$ cat src/rtl/serial_mag_cmp_pkg.sv
// Shared definitions for the serial magnitude comparator: FSM state encoding
// and the pair-counter width helper.
package serial_mag_cmp_pkg;

  typedef enum logic [1:0] {
    ST_IDLE = 2'b00,
    ST_RUN  = 2'b01,
    ST_DONE = 2'b10
  } state_t;

  localparam int WIDTH_DEFAULT = 8;

  // CNT_W: bits needed to count NPAIR-1 down to zero, never narrower than 1.
  function automatic int cnt_w_for(input int npair);
    return ($clog2(npair) < 1) ? 1 : $clog2(npair);
  endfunction

endpackage

$ cat src/rtl/serial_mag_cmp_cmp2_slice.sv
// Combinational 2-bit unsigned compare; the comparator scans operands one
// slice at a time through this block.
module cmp2_slice (
  input  logic [1:0] x,
  input  logic [1:0] y,
  output logic       eq,
  output logic       gt
);

  assign eq = (x == y);
  assign gt = (x > y);

endmodule

$ cat src/rtl/serial_mag_cmp.sv
// Sequential unsigned magnitude comparator: scans A and B MSB-first, two bits
// per clock, and stops at the first differing pair.
module serial_mag_cmp
  import serial_mag_cmp_pkg::*;
#(
  parameter int WIDTH = WIDTH_DEFAULT  // must be even and >= 2
) (
  input  logic             clk,
  input  logic             reset,
  input  logic             start,
  input  logic [WIDTH-1:0] a,
  input  logic [WIDTH-1:0] b,
  output logic             busy,
  output logic             done,
  output logic             eq,
  output logic             gt,
  output logic             lt
);

  localparam int NPAIR = WIDTH / 2;
  localparam int CNT_W = cnt_w_for(NPAIR);

  state_t           state, state_nxt;
  logic [WIDTH-1:0] sa, sb;
  logic [CNT_W-1:0] cnt;
  logic             slice_eq, slice_gt;
  logic             accept, last_pair;

  cmp2_slice u_slice (
    .x  (sa[WIDTH-1 -: 2]),
    .y  (sb[WIDTH-1 -: 2]),
    .eq (slice_eq),
    .gt (slice_gt)
  );

  assign accept    = (state == ST_IDLE) && start;
  assign last_pair = (cnt == '0);

  // NOTE: sequential state uses non-blocking (<=) so every register samples
  // the pre-edge values, independent of statement order.
  always_ff @(posedge clk or posedge reset) begin
    if (reset) state <= ST_IDLE;
    else       state <= state_nxt;
  end

  // NOTE: the default assignment first guarantees state_nxt is written on
  // every path, so no latch is inferred.
  always_comb begin
    state_nxt = state;
    case (state)
      ST_IDLE: if (start) state_nxt = ST_RUN;
      ST_RUN:  if (!slice_eq || last_pair) state_nxt = ST_DONE;
      ST_DONE: state_nxt = ST_IDLE;
      default: state_nxt = ST_IDLE;
    endcase
  end

  // NOTE: every datapath register, shift registers included, has a reset
  // value so nothing can leak X into the result flags.
  always_ff @(posedge clk or posedge reset) begin
    if (reset) begin
      sa  <= '0;
      sb  <= '0;
      cnt <= '0;
      eq  <= 1'b0;
      gt  <= 1'b0;
      lt  <= 1'b0;
    end else if (accept) begin
      sa  <= a;
      sb  <= b;
      cnt <= CNT_W'(NPAIR - 1);
    end else if (state == ST_RUN) begin
      if (!slice_eq) begin
        eq <= 1'b0;
        gt <= slice_gt;
        lt <= !slice_gt;
      end else if (last_pair) begin
        eq <= 1'b1;
        gt <= 1'b0;
        lt <= 1'b0;
      end else begin
        sa  <= sa << 2;
        sb  <= sb << 2;
        cnt <= cnt - 1'b1;
      end
    end
  end

  // Decoded straight from state so reset clears them without waiting for a clock.
  assign busy = (state == ST_RUN) || (state == ST_DONE);
  assign done = (state == ST_DONE);

endmodule

$ cat config.mk
export PLATFORM = sky130hd
export DESIGN_NAME = serial_mag_cmp
export DESIGN_NICKNAME = d
export VERILOG_FILES = /design/src/rtl/serial_mag_cmp_pkg.sv /design/src/rtl/serial_mag_cmp_cmp2_slice.sv /design/src/rtl/serial_mag_cmp.sv
export SDC_FILE = /design/constraint.sdc
export NUM_CORES = 1
export LEC_CHECK = 0
export ABC_AREA = 1
export BUFFER_PORTS_ARGS = -buffer_cell sky130_fd_sc_hd__buf_2
export CAP_MARGIN = 0
export CORE_MARGIN = 2
export CORE_UTILIZATION = 50
export DETAILED_ROUTE_END_ITERATION = 16
export GPL_ROUTABILITY_DRIVEN = 0
export PLACE_DENSITY = 0.76
export RECOVER_POWER = 100
export REMOVE_ABC_BUFFERS = 1
export SLEW_MARGIN = 25
export SYNTH_ARGS = -nofsm -noshare
export SYNTH_HDL_FRONTEND = slang
export SYNTH_HIERARCHICAL = 1
export SYNTH_SLANG_ARGS = --single-unit
$ cat constraint.sdc
create_clock -name clk -period 4.1 [get_ports clk]
set_clock_uncertainty 0.2 [all_clocks]
set_input_delay 0.205 -clock clk [delete_from_list [all_inputs] [get_ports clk]]
set_output_delay 0.205 -clock clk [all_outputs]
set_load 0.02 [all_outputs]
==> results of run 1 <==
## worst max path at each step
| stage | end | slack [ns] | startpoint |
|---|---|---|---|
| global placement | sb[7] | 1.91 | state[0] |
| global route | sa[2] | 0.95 | state[0] |
| CTS | sa[5] | 1.81 | state[0] |
| floorplan | sa[2] | 2.25 | state[0] |
| detailed placement | sa[5] | 1.83 | state[0] |
| finish | sa[5] | 1.31 | state[0] |
## layer usage
layer | global-route usage [%] | vias to the layer above
li1 | - | 600
met2 | 32.9 | 25
met5 | 0 | -
met3 | 2.46 | 5
met4 | 9.58 | 0
met1 | 27.1 | 547
## cell usage after synthesis, drive strengths merged
| cell type | instances | area [sq um] |
|---|---|---|
| nand4 | 5 | 31.3 |
| buf | 9 | 63.8 |
| nand3 | 34 | 175 |
| inv | 15 | 56.3 |
| nand2 | 75 | 287 |
| ha | 7 | 87.6 |
| a21oi | 1 | 8.76 |
| dfrtp | 23 | 576 |
| nor2 | 2 | 7.51 |
## worst register-to-register path, cell delays in order, from the launching register on
cell     delay [ns]
dfrtp_1        0.42
inv_1          0.11
ha_1           0.45
nand2_1        0.74
nand2_1        0.61
nand2_1        0.11
nand2_1        0.08
## flip-flops by register name, summed over array words and instances (netlist names)
| name | count |
|---|---|
| sa | 8 |
| sb | 8 |
| cnt | 2 |
| gt | 1 |
| eq | 1 |
| state | 2 |
| lt | 1 |
## report_power, final
part | total [mW] | switching, mW | leakage, nW | internal, mW
Sequential | 0.367 | 0.0472 | 0.292 | 0.319
Clock | 0.110 | 0.0714 | 0.0150 | 0.0381
Combinational | 0.533 | 0.357 | 0.552 | 0.175
## stage by stage
step	cells	instance area, sq um	hold WS [ns]	util (%)	setup WS, ns
final	228	1480	0.0121	60.3	1.31
after floorplan	162	1230	0.00692	-	2.25
after global routing	228	1480	0.0398	60.3	0.951
after global placement	215	1380	0.210	56.3	1.91
after detailed placement	215	1380	0.212	56.3	1.83
after CTS	228	1500	0.00178	61.0	1.81
## cell families after synthesis
family          count (synthesis)  synth area share [%]
buf+inv                        24                  9.29
compound gates                  1                 0.678
simple gates                  116                  38.7
flops                          23                  44.5
fa+ha+maj                       7                  6.78
## final cells by class
type | instances | area (sq um)
Sequential cell | 23 | 576
Clock buffer | 4 | 26.3
Multi-Input combinational cell | 124 | 587
Fill cell | 241 | 973
Inverter | 15 | 56.3
Tap cell | 30 | 37.5
Timing Repair Buffer | 32 | 199
==> flow_summary.toml, run 1 <==
[layout]
final_common_cell = "nand2_1"
drive_gt1_share_pct = 11.6
final_cell_mix = "nand2_1, nand3_1, dfrtp_1"
antennaDiodeCount = 0
area_growth_pct = 14.6
final_net_count = 225

[hold_path]
whs_path_depth = 5
min_from = "b[4]"
whs_endpoint = "sb[4]"
hp-class = "input pin to register"

[pwr]
vdd_drop_max_mv = 0.386
powerDensity_nw_per_um2 = 681
finalPower_mw = 1.01
leakagePower_nw = 0.859

[setup_path]
r2r_setup_slack_ns = 1.31
crit_buf_inv = 1
ff2ff_path_depth = 6
r2r_start = "state[0]"
end_kind = "register"
cpMaxStageDelayCell = "nand2_1"
required_ns = 4.16
criticalPathCategory = "register to register"
path_common_cell = "nand2_1"
cp_num_cells = 6
crit_family = "simple AND/OR/NAND/NOR gates"
crit_fanout = 36
r2r-end = "sa[5]"
cp_slowest_stage_delay_ns = 0.74
crit_path_start_kind = "register"
arrival_ns = 2.85
crit_chain = "inv_1, ha_1, nand2_1, nand2_1, nand2_1, nand2_1"

[synthesis]
synth-seq-cells = 23
synthCells = 171
syn_avg_cell_area_sq_um = 7.56
ys_seq_area_share_pct = 44.5
synth_cell_types = 13
yosys_warnings = 6
syn-cell-area_sq_um = 1290

[timing]
rsz0062_at_grt = "false"
setup_viol = 0
fin_crit_ns = 2.79
clock.fmax_ghz = 0.359
worst_pin_slew_ns = 1.06
relSlewSlack_pct = 29.2
hold_viol_final = 0
layout_worst_path_cycle_share_pct = 68.0
finalMaxSlewViolations = 0
fin_tns_setup_ns = 0

[run_status]
status = "finished clean"

[drt]
routed_wl_mm = 2.54
final_antenna_net_count = 0
avgViaCountPerCell = 5.16
wire_per_inst_um = 11.1
drtIter0Drc = 29
drcViolationCount = 0
routed.top_layer = "met4"
dr_wl_met2_mm = 1.28
via_count = 1177
wl_met1_mm = 1.11
dr.pass1.iters = 4
wl_met3_um = 101

[placed_design]
dp_hpwl_mm = 1.67
port_buffers = 23

[global_route]
antenna_found_initial = 0
track_usage_pct = 20.5
grt_pass1_wl_mm = 4.31
grt_pass1_vias = 1004
grt_max_degree = 37
grt.overflow.total = 0

[cts]
cts_buffers = 3
cts_tree = "done"
htree_levels = 1
root_buffer = "clkbuf_4"
cts_hold_buf = 9
cts.sink_count = 23
post_cts_buffers = 0
clkTransAtPathRegs_ns = 0.13
clkLatencyLatePin_ns = 0.32
post_cts_resized = 0
clockBufferDepth = 2

[floorplan]
start_util_pct = 52.7
die_y_um = 54.8
io_pins = 24
die_area_sq_um = 3010
rows = 18
core_sq_um = 2450
dieWidth_um = 54.8

[job]
drv_cap = 0
No activity file was read; power rests on OpenSTA's default activity.
==> run 2, diff against run 1 <==
clock period = 2.7 ns   (was 4.1 ns; I/O delays follow)
==> run 2 against run 1 <==
Sequential share of layout area decreased by 2.1 points. Clock power increased by 47%. Maximum frequency increased by 16%. Sequential power increased by 52%. Utilization increased by 3.5 points. Non-clock buffer count increased by 8. Cell count increased by 3.5%. Clock-buffer cell count unchanged. Die area unchanged. Global-route usage decreased by 0.56 points. First-iteration DRC count decreased by 34%. Power increased by 54%. Critical path type unchanged. Critical endpoint unchanged. Largest power group unchanged.
==> flow_summary.toml, run 2 (same netlist as run 1, synthesis figures left out) <==
[timing]
finalMaxSlewViolations = 0
fin_tns_setup_ns = 0
fin_crit_ns = 2.41
setup_viol = 0
worst_pin_slew_ns = 0.854
relSlewSlack_pct = 43.0
hold_viol_final = 0
layout_worst_path_cycle_share_pct = 89.2
rsz0062_at_grt = "false"
clock.fmax_ghz = 0.415
whs_ns = 0.0897

[cts]
cts.sink_count = 23
htree_levels = 1
root_buffer = "clkbuf_4"
post_cts_buffers = 0
clkTransAtPathRegs_ns = 0.13
cts_hold_buf = 17
cts_tree = "done"
cts_buffers = 3
clkLatencyLatePin_ns = 0.31
post_cts_resized = 0
clockBufferDepth = 2

[setup_path]
end_kind = "register"
crit_fanout = 21
criticalPathCategory = "register to register"
crit_path_start_kind = "register"
r2r_setup_slack_ns = 0.29
arrival_ns = 2.47
required_ns = 2.76

[placed_design]
port_buffers = 23
dp.cells = 215
dp_hpwl_mm = 1.72

[layout]
final_common_cell = "nand2_1"
final_cell_mix = "nand2_1, nand3_1, dfrtp_1"
antennaDiodeCount = 0
final-instance-count-excl-fill = 236
final_net_count = 233
biggestRegsByFlops = "sa (8), sb (8)"
utilization_pct = 63.8
drive_gt1_share_pct = 12.1
area_growth_pct = 21.2

[run_status]
status = "finished clean"

[drt]
wl_met1_mm = 1.17
drtIter0Drc = 19
dr_wl_met2_mm = 1.40
dr.pass1.iters = 4
drcViolationCount = 0
avgViaCountPerCell = 5.05
final_antenna_net_count = 0
wl_met3_um = 79
routed_wl_mm = 2.69
routed.top_layer = "met4"
via_count = 1191
wire_per_inst_um = 11.4

[floorplan]
core_sq_um = 2450
rows = 18
die_y_um = 54.8
io_pins = 24
start_util_pct = 52.7
die_area_sq_um = 3010
dieWidth_um = 54.8

[pwr]
leakagePower_nw = 0.897
vdd_drop_max_mv = 0.681
finalPower_mw = 1.56
clkPwrFrac_pct = 10.4
power_frac_seq_pct = 35.9
powerDensity_nw_per_um2 = 994
pwr-share-comb_pct = 53.7
p_int_mw = 0.818
netSwitchingPower_mw = 0.739
switching_share_pct = 47.4

[global_route]
antenna_found_initial = 0
track_usage_pct = 19.9
grt.overflow.total = 0
grt_pass1_vias = 1012
grt_max_degree = 37
grt_pass1_wl_mm = 4.20

[job]
drv_cap = 0

[hold_path]
hp-class = "input pin to register"
[run 2: cell types whose count changed in the layout (fill, tap and decap cells not counted), sizes merged]
cell	change
clkinv	-1
dlygate4sd3	+8
inv	+1
[run 2: power groups by stage]
| stage | registers, mW | clock network, mW | logic, mW |
|---|---|---|---|
| 6_report | 0.559 | 0.162 | 0.836 |
| 5_1_grt | 0.572 | 0.179 | 0.949 |
| 4_1_cts | 0.557 | 0.165 | 0.854 |
| 3_5_place_dp | 0.565 | 0 | 0.833 |
| 3_3_place_gp | 0.558 | 0 | 0.802 |
| 2_1_floorplan | 0.571 | 0 | 0.631 |
[run 2: final cells by class]
cell class              count  area (sq um)
multi-input cells         124           592
clock buffers               4          26.3
flip-flops and latches     23           576
well taps                  30          37.5
repair buffers             40           279
inverters                  15          56.3
fillers                   225           888
[run 2: worst paths after layout]
check                      startpoint  endpoint  cells after the start
setup / recovery                sb[7]     sa[5]                      8
hold / removal                  start     sa[6]                      5
setup reg to reg                sb[7]     sa[5]                      8
hold reg to reg                    eq        eq                      2
max in group asynchronous       reset     sb[5]                      3
min in group asynchronous       reset     sb[1]                      3
[run 2: metrics by stage]
step | cell area (sq um) | worst slack [ns]
after floorplan | 1230 | 0.845
after global placement | 1380 | 0.508
after detailed placement | 1380 | 0.427
after CTS | 1580 | 0.393
after global routing | 1570 | 0.168
final | 1570 | 0.292
[run 2: worst max-delay path, cell delays in order (launching register included)]
cell,delay (ns)
dfrtp_1,0.37
inv_1,0.05
ha_1,0.29
nand2_1,0.06
inv_2,0.13
nand3_1,0.61
nand2_2,0.47
nand2_1,0.10
nand2_1,0.07
[run 2: per-layer routing]
metal / vias up / track usage, %
met3: 4 / 2.73
met5: - / 0
met4: 0 / 10.8
met1: 552 / 23.6
met2: 22 / 34.3
li1: 613 / -
==> run 3, diff against run 2 <==
ABC_AREA = 0   (was 1)
==> run 3 against run 2 <==
Synthesized cell count decreased by 23%. Worst hold slack improved by 0.22 ns. Combinational power increased by 3.8%. Clock power decreased by 3%. Largest power group unchanged. Setup slack improved by 0.22 ns. Highest routed layer unchanged. Die area decreased by 4.7%. Global-route usage increased by 0.080 points. Power increased by 4.9%. Maximum frequency increased by 10%. Synthesized area decreased by 5.0%. Non-clock buffer count increased by 3.
==> flow_summary.toml, run 3 <==
[floorplan]
die_area_sq_um = 2870
core_sq_um = 2280
io_pins = 24
die_y_um = 53.5
start_util_pct = 53.9
rows = 17
dieWidth_um = 53.5

[drt]
dr.pass1.iters = 4
wire_per_inst_um = 12.5
via_count = 1036
drcViolationCount = 0
routed_wl_mm = 2.49
avgViaCountPerCell = 5.21
drtIter0Drc = 13
final_antenna_net_count = 0

[synthesis]
synth-seq-cells = 23
yosys-top-cells-area = "dfrtp_1, a21oi_2, nand2_1"
synth_cell_types = 22
syn_avg_cell_area_sq_um = 9.37
synthCells = 131
synth.most_common_cell = "nand2_1"
async_flop_share_pct = 100
ys_seq_area_share_pct = 46.9
synth_commonest_cells = "nand2_1, dfrtp_1, a21oi_2"
syn-cell-area_sq_um = 1230
yosysTopAreaCellShare_pct = 46.9
yosys_warnings = 6
yosysTopAreaCell = "dfrtp_1"
ys.flop_type = "dfrtp_1"
synth_edf_count = 0

[setup_path]
criticalPathCategory = "register to register"
crit_path_start_kind = "register"
required_ns = 2.65
end_kind = "register"
arrival_ns = 2.13
crit_fanout = 11

[cts]
cts.sink_count = 23
clockBufferDepth = 2
cts_tree = "done"
clkLatencyLatePin_ns = 0.31
cts_buffers = 3
root_buffer = "clkbuf_4"
clkTransAtPathRegs_ns = 0.13
htree_levels = 1

[timing]
layout_worst_path_cycle_share_pct = 80.9
worst_pin_slew_ns = 0.856
setup_viol = 0
fin_tns_setup_ns = 0
fin_crit_ns = 2.18
hold_viol_final = 0
relSlewSlack_pct = 42.9
rsz0062_at_grt = "false"
clock.fmax_ghz = 0.458
finalMaxSlewViolations = 0

[pwr]
switching_share_pct = 44.1
power_frac_seq_pct = 37.2
p_int_mw = 0.912
clkPwrFrac_pct = 9.6
powerDensity_nw_per_um2 = 1070
netSwitchingPower_mw = 0.720
vdd_drop_max_mv = 0.694
leakagePower_nw = 0.761
pwr-share-comb_pct = 53.2

[hold_path]
hp-class = "register to register"

[layout]
n_fill_cell = 175
drive_gt1_share_pct = 23.4
final_cell_mix = "nand2_1, dfrtp_1, dlygate4sd3_1, buf_2, a21oi_2"
utilization_pct = 67.2
final_net_count = 198
biggestRegsByFlops = "sa (8), sb (8)"
final_common_cell = "nand2_1"
antennaDiodeCount = 0
area_growth_pct = 24.7

[global_route]
grt.overflow.total = 0
track_usage_pct = 20.0
grt_pass1_wl_mm = 4.19
antenna_found_initial = 0
grt_pass1_vias = 1041
grt_max_degree = 24

[placed_design]
port_buffers = 23
dp_hpwl_mm = 1.64

[run_status]
status = "finished clean"

[job]
drv_cap = 0
[run 3: changes by cell type after synthesis, moves of 3 or more]
cell and delta:
nand2_1 -49, nand3_1 -27, a21oi_2 +18, nor2_1 +11, a21oi_1 +9, nand4_1 -5
buf_2 -3, inv_1 -3, nand2b_1 +3
[run 3: layout make-up]
type	instances	area, sq um	share of cell area [%]
clock buffers	4	26.3	1.72
inverters	10	37.5	2.45
multi-input cells	91	552	36.1
flip-flops and latches	23	576	37.6
well taps	28	35.0	2.29
repair buffers	43	304	19.9
[run 3: final timing paths]
path / end / slack [ns] / cells after the start / from
max: cnt[0] / 0.52 / 7 / sb[7]
min in group asynchronous: sb[6] / 0.34 / 3 / reset
max in group asynchronous: sa[6] / 1.42 / 3 / reset
min: cnt[1] / 0.31 / 2 / cnt[1]
min reg2reg: cnt[1] / 0.31 / 2 / cnt[1]
max reg2reg: cnt[0] / 0.52 / 7 / sb[7]
[run 3: critical path, cell delays in order, from the launching register on]
cell and delay [ns]:
dfrtp_1 0.36, inv_1 0.05, ha_1 0.31, and2_0 0.30, nand3b_1 0.35, buf_4 0.30
nand2_1 0.07, nand3_1 0.08
[run 3: repair_timing]
item                      4_1_cts  5_1_grt
gates resized for setup         0        0
hold endpoints to repair       40        0
setup buffers                   0        0
hold buffers                   18        0
[run 3: per-stage QoR]
| stage | setup WS, ns | hold slack (ns) | cells | total power, mW | cell area [sq um] |
|---|---|---|---|---|---|
| floorplan | 0.861 | -0.0631 | 124 | 1.30 | 1180 |
| detailed placement | 0.689 | 0.132 | 177 | 1.51 | 1350 |
| global route | 0.353 | 0.348 | 199 | 1.78 | 1530 |
| CTS | 0.675 | 0.314 | 199 | 1.69 | 1550 |
| global placement | 0.803 | 0.126 | 177 | 1.46 | 1350 |
| finish | 0.515 | 0.306 | 199 | 1.63 | 1530 |
[run 3: kinds of logic (layout without fill, tap and decap cells)]
| kind of cell | count (synthesis) | after routing | share of synthesized area (%) |
|---|---|---|---|
| and+or+nand+nor | 51 | 51 | 18.8 |
| buffers and inverters | 17 | 57 | 6.73 |
| AOI/OAI and AO/OA | 33 | 33 | 20.5 |
| DFF | 23 | 23 | 46.9 |
| adders and majority gates | 7 | 7 | 7.14 |
[run 3: per-layer routing]
layer	track usage [%]	up-vias	share of wire (%)
met2	36.8	15	52
met3	2.78	2	2.0
met4	6.41	0	0.60
met1	23.8	509	45
met5	0	-	0
li1	-	510	-
[run 3: power groups by stage]
stage / logic (mW) / clock network, mW / registers, mW
after floorplan: 0.680 / 0 / 0.619
after global placement: 0.852 / 0 / 0.607
after detailed placement: 0.896 / 0 / 0.616
after CTS: 0.918 / 0.159 / 0.609
after global routing: 0.977 / 0.177 / 0.625
final: 0.868 / 0.157 / 0.607
